[src/rtl/decodificador_bcd_ss_t_if.sv]
// Request/response bundle for the BCD-to-binary converter: start/data in, result and status flags out.
// No backpressure: start is sampled only when the converter is idle, and outputs are single-cycle pulses.
interface decodificador_bcd_ss_t_if;
  logic       start;
  logic [7:0] data_bcd;
  logic [5:0] bin_out;
  logic       valid;
  logic       error;
  logic       busy;

  modport master (
    output start,
    output data_bcd,
    input  bin_out,
    input  valid,
    input  error,
    input  busy
  );

  modport slave (
    input  start,
    input  data_bcd,
    output bin_out,
    output valid,
    output error,
    output busy
  );
endinterface

[src/rtl/decodificador_bcd_ss_t.sv]
// Two-digit packed BCD to 6-bit binary by repeated add-10; valid at E0+tens+2, error at E0+2.
// No backpressure: start is ignored while busy, and results are one-cycle Moore pulses.
module decodificador_bcd_ss_t #(
  parameter int unsigned MAX_TENS = 5
) (
  input  logic                   clk,
  input  logic                   reset,
  decodificador_bcd_ss_t_if.slave bus
);

  localparam logic [3:0] MaxTens = 4'(MAX_TENS);

  typedef enum logic [2:0] {
    IDLE  = 3'd0,
    CHECK = 3'd1,
    CONV  = 3'd2,
    DONE  = 3'd3,
    ERR   = 3'd4
  } state_t;

  state_t     state_q, state_d;
  logic [3:0] tens_q, tens_d;
  logic [3:0] units_q, units_d;
  logic [5:0] acc_q, acc_d;
  logic [3:0] cnt_q, cnt_d;
  logic [5:0] bin_q, bin_d;
  logic       rej_q, rej_d;
  logic       illegal;

  assign illegal = (tens_q > MaxTens) || (units_q > 4'd9);

  always_ff @(posedge clk or posedge reset) begin
    if (reset) begin
      state_q <= IDLE;
      tens_q  <= '0;
      units_q <= '0;
      acc_q   <= '0;
      cnt_q   <= '0;
      bin_q   <= '0;
      rej_q   <= 1'b0;
    end else begin
      state_q <= state_d;
      tens_q  <= tens_d;
      units_q <= units_d;
      acc_q   <= acc_d;
      cnt_q   <= cnt_d;
      bin_q   <= bin_d;
      rej_q   <= rej_d;
    end
  end

  always_comb begin
    state_d = state_q;
    tens_d  = tens_q;
    units_d = units_q;
    acc_d   = acc_q;
    cnt_d   = cnt_q;
    bin_d   = bin_q;
    rej_d   = rej_q;
    unique case (state_q)
      IDLE: begin
        if (bus.start) begin
          tens_d  = bus.data_bcd[7:4];
          units_d = bus.data_bcd[3:0];
          rej_d   = 1'b0;
          state_d = CHECK;
        end
      end
      CHECK: begin
        // A rejected code spends a second cycle here so error lands at E0+2,
        // the same point a tens=0 conversion reports valid.
        if (rej_q) begin
          state_d = ERR;
        end else if (illegal) begin
          rej_d = 1'b1;
        end else begin
          acc_d   = {2'b00, units_q};
          cnt_d   = tens_q;
          state_d = CONV;
        end
      end
      CONV: begin
        if (cnt_q != 4'd0) begin
          acc_d = acc_q + 6'd10;
          cnt_d = cnt_q - 4'd1;
        end else begin
          bin_d   = acc_q;
          state_d = DONE;
        end
      end
      DONE: state_d = IDLE;
      ERR: begin
        rej_d   = 1'b0;
        state_d = IDLE;
      end
      default: state_d = IDLE;
    endcase
  end

  assign bus.bin_out = bin_q;
  assign bus.valid   = (state_q == DONE);
  assign bus.error   = (state_q == ERR);
  assign bus.busy    = (state_q != IDLE);

endmodule

[src/flat_wrapper.sv]
// flat-port wrapper written by rule: the top's interface ports become plain ports
module decodificador_bcd_ss_t_flat 
#(
  parameter int unsigned MAX_TENS = 5
)
  (clk, reset, bus_start, bus_data_bcd, bus_bin_out, bus_valid, bus_error, bus_busy);
  decodificador_bcd_ss_t_if bus_i ();
  input  logic clk;
  input  logic reset;
  input wire logic [$bits(bus_i.start)-1:0] bus_start;
  input wire logic [$bits(bus_i.data_bcd)-1:0] bus_data_bcd;
  output wire logic [$bits(bus_i.bin_out)-1:0] bus_bin_out;
  output wire logic [$bits(bus_i.valid)-1:0] bus_valid;
  output wire logic [$bits(bus_i.error)-1:0] bus_error;
  output wire logic [$bits(bus_i.busy)-1:0] bus_busy;
  assign bus_i.start = bus_start;
  assign bus_i.data_bcd = bus_data_bcd;
  assign bus_bin_out = bus_i.bin_out;
  assign bus_valid = bus_i.valid;
  assign bus_error = bus_i.error;
  assign bus_busy = bus_i.busy;
  decodificador_bcd_ss_t #(.MAX_TENS(MAX_TENS)) u_core (.clk(clk), .reset(reset), .bus(bus_i));
endmodule
[config.mk]
export PLATFORM = sky130hd
export DESIGN_NAME = decodificador_bcd_ss_t_flat
export DESIGN_NICKNAME = d
export VERILOG_FILES = /design/src/rtl/decodificador_bcd_ss_t_if.sv /design/src/rtl/decodificador_bcd_ss_t.sv /design/src/flat_wrapper.sv
export SDC_FILE = /design/constraint.sdc
export NUM_CORES = 1
export LEC_CHECK = 0
export ABC_AREA = 1
export CORE_ASPECT_RATIO = 1.1
export CORE_UTILIZATION = 53
export DETAILED_ROUTE_END_ITERATION = 8
export GPL_ROUTABILITY_DRIVEN = 1
export PLACE_DENSITY = 0.78
export SLEW_MARGIN = 20
export SYNTH_ARGS = -nofsm -noshare
export SYNTH_HDL_FRONTEND = slang
export SYNTH_SLANG_ARGS = --single-unit
export TNS_END_PERCENT = 100
[constraint.sdc]
create_clock -name clk -period 2.05 [get_ports clk]
set_clock_uncertainty 0.2 [all_clocks]
set_input_delay 0.3075 -clock clk [delete_from_list [all_inputs] [get_ports clk]]
set_output_delay 0.3075 -clock clk [all_outputs]
set_load 0.02 [all_outputs]
==> impl_metrics.json <==
{
  "cap_violations": 0,
  "drc": 0,
  "synthTopCellsByArea": "dfrtp_1, nand2_1, mux2_2, nand3_1, inv_1",
  "rr_startpoint": "u_core.cnt_q[0]$_DFFE_PP0P_",
  "clock_buffers_created_by_tritoncts": 3,
  "criticalPathCategory": "reg2out",
  "worst_path_cell_with_the_longest_stage_delay": "dfrtp_2",
  "synth_seq_cells": 28,
  "cp_cell_sequence": "inv_1, nor3_1, dlygate4sd2_1",
  "antenna_diode_count": 0,
  "synth.avg_cell_area_um2": 8.74,
  "clock_latency_ps": 340,
  "synth_compound_area_frac": 0.0720,
  "maxClockFrequency_mhz": 521,
  "placement.io_buffers": 19,
  "synthDominantAreaCellType": "dfrtp_1",
  "static-leakage-power_nw": 0.859,
  "clock_sink_count": 28,
  "grt_antenna_before_repair": 0,
  "startpoint": "u_core.state_q[0]$_DFFE_PP0P_",
  "drt-wirelength-per-cell_um": 12.0,
  "arrival_ps": 1410,
  "placement_stage_cell_area_mm2": 0.00167,
  "synthSimpleGateAreaFrac": 0.296,
  "rows": 19,
  "post-route-cell-area_mm2": 0.00170,
  "die-width_um": 52.0,
  "nets": 202,
  "synth_xor_area_frac": 0,
  "totalNegativeSetupSlack_ps": 0,
  "power.total_mw": 2.58,
  "critical_path_peak_fanout": 4,
  "slew_headroom": 0.771,
  "post_cts_buffers": 0,
  "post_synth_mux_area_share": 0.0617,
  "timing.final.crit_share": 0.936,
  "synth_fp_nets": 180,
  "hold_viol": 0,
  "layout_commonest_cell": "nand2_1",
  "cts_tree": "built",
  "synth_top_family_by_area": "simple AND/OR/NAND/NOR gates",
  "yosys_warnings": 0,
  "grt.overflow.total": 0,
  "number_of_distinct_library_cell_variants_in_the_gate_level_netlist_after_synthesis": 24,
  "synth_cells": 167,
  "layout.area.seq_um2": 702,
  "multi_input_comb_area_um2": 653,
  "synth_area_mm2": 0.00146,
  "drtIter0Drc": 38,
  "post-dp-hpwl_um": 1980,
  "via_count": 1146,
  "post-route-min-period_ps": 1920,
  "place.detailed.instances": 215,
  "finish.cell_count_without_fillers": 219,
  "ff2ff_setup_slack_ps": 280,
  "worstSetupStartpointType": "flip-flop",
  "synth_top_area_share": 0.480,
  "timing.critical_path.required_ps": 1540,
  "die-area_mm2": 0.00297,
  "reg2reg_depth": 10,
  "element_type_at_the_critical_path_end": "output port",
  "finalWeightedCongestion": 0.844,
  "hold_slack_ps": 108,
  "worst_ir_drop_vdd_v": 0.000952,
  "top_level_ports": 20,
  "critical-path-max-stage-delay_ps": 470,
  "cts_root_buf": "clkbuf_4",
  "drt_pre_antenna_iters": 4,
  "most-common-layout-cells": "nand2_1, dfrtp_1, inv_1, clkdlybuf4s50_1, nand3_1",
  "r2r_end": "u_core.cnt_q[3]$_DFFE_PP0P_",
  "grt_setup_unrepaired": "no",
  "gr-usage-all-layers": 0.212,
  "outcome": "complete, no violations",
  "clk_pin_slew_ps": 150,
  "finalSetupViolCount": 0,
  "coreArea_mm2": 0.00254,
  "clock_tree.buffer_depth": 2,
  "num-fill-cells": 212,
  "grt_max_degree": 29,
  "transition_time_of_the_tightest_slew_check_pin_ps": 344,
  "h-tree-depth": 1,
  "route.final.wire_length_um": 2620,
  "postRouteAntennaNets": 0,
  "number_of_max_slew_violations_in_the_final_report": 0,
  "first_global_vias": 1175,
  "initial_core_util": 0.574,
  "synth_sequential_area_ratio": 0.480,
  "power_density_mw_per_mm2": 1520,
  "crit_end": "bus_valid",
  "grt_first_pass_wirelength_um": 4680,
  "worst_min_path_class": "in2async",
  "die_height_um": 57.1,
  "average_vias_per_placed_instance": 5.23,
  "synth_fa_ha_area_frac": 0.0171,
  "layout-area-overhead-vs-synth_pct": 16.5,
  "final_layout_size_suffix_gt1_frac": 0.165
}
[what timing repair did]
| item | in CTS | in global routing |
|---|---|---|
| hold buffers | 0 | 0 |
| gates resized for setup | 4 | 0 |
| setup endpoints to repair | 3 | 0 |
[stage by stage]
step / util / worst slack, ps
floorplan: - / 530
global placement: 0.655 / 244
detailed placement: 0.655 / 152
CTS: 0.668 / 119
global route: 0.668 / 37.7
finish: 0.668 / 131
[critical path: cells and delay by family (launching register included)]
family / cells / cell delay, ps
buf+inv: 2 / 440
flops: 1 / 470
simple gates: 1 / 170
[Yosys cell counts, drive strengths merged]
| master | instances |
|---|---|
| dfrtp | 28 |
| inv | 19 |
| mux2 | 8 |
| buf | 3 |
| nand2 | 62 |
| o211ai | 1 |
| a21oi | 1 |
| o211a | 1 |
| o21ai | 12 |
| nand3b | 1 |
| nand4 | 1 |
| nor3 | 2 |
| ha | 2 |
| nand3 | 17 |
| nor2 | 9 |
[state kept, by name, indices dropped and copies added, names as in the netlist]
signal              flops
u_core.state_q          3
u_core.units_q          4
u_core.tens_q           4
u_core.rej_q            1
u_core.bus.bin_out      6
u_core.acc_q            6
u_core.cnt_q            4
[worst min-delay path by stage]
stage                                            startpoint                                end  cells after the start
after global routing                                  reset  u_core.bus.bin_out[3]$_DFFE_PP0P_                      3
after detailed placement  u_core.bus.bin_out[3]$_DFFE_PP0P_  u_core.bus.bin_out[3]$_DFFE_PP0P_                      2
after floorplan                                       reset        u_core.acc_q[0]$_DFFE_PP0P_                      1
after CTS                                             reset        u_core.acc_q[2]$_DFFE_PP0P_                      3
final                                                 reset       u_core.tens_q[1]$_DFFE_PP0P_                      3
after global placement    u_core.bus.bin_out[2]$_DFFE_PP0P_  u_core.bus.bin_out[2]$_DFFE_PP0P_                      2
[report_power, final]
group	switching, mW	internal (mW)	total [mW]
clock network	0.165	0.109	0.275
logic	0.796	0.519	1.31
registers	0.198	0.793	0.991
[metal layers]
layer  vias to the layer above  part of all wire  global-route usage
li1                        580                 -                   -
met1                       528              0.43               0.241
met2                        31              0.51               0.364
met3                         7             0.039              0.0293
met4                         0             0.024               0.139
met5                         -                 0                   0
[cells by family (layout without fill, tap and decap cells)]
family	after synthesis	in the layout
compound gates	15	15
fa+ha+maj	2	2
buf+inv	22	43
flops	28	28
mux	8	8
simple gates	92	92
[layout make-up]
class,instances,share of cell area
Clock buffer,4,0.0213
Inverter,19,0.0449
Multi-Input combinational cell,117,0.384
Sequential cell,28,0.413
Tap cell,31,0.0228
Timing Repair Buffer,20,0.114
No activity file was read; power rests on OpenSTA's default activity.
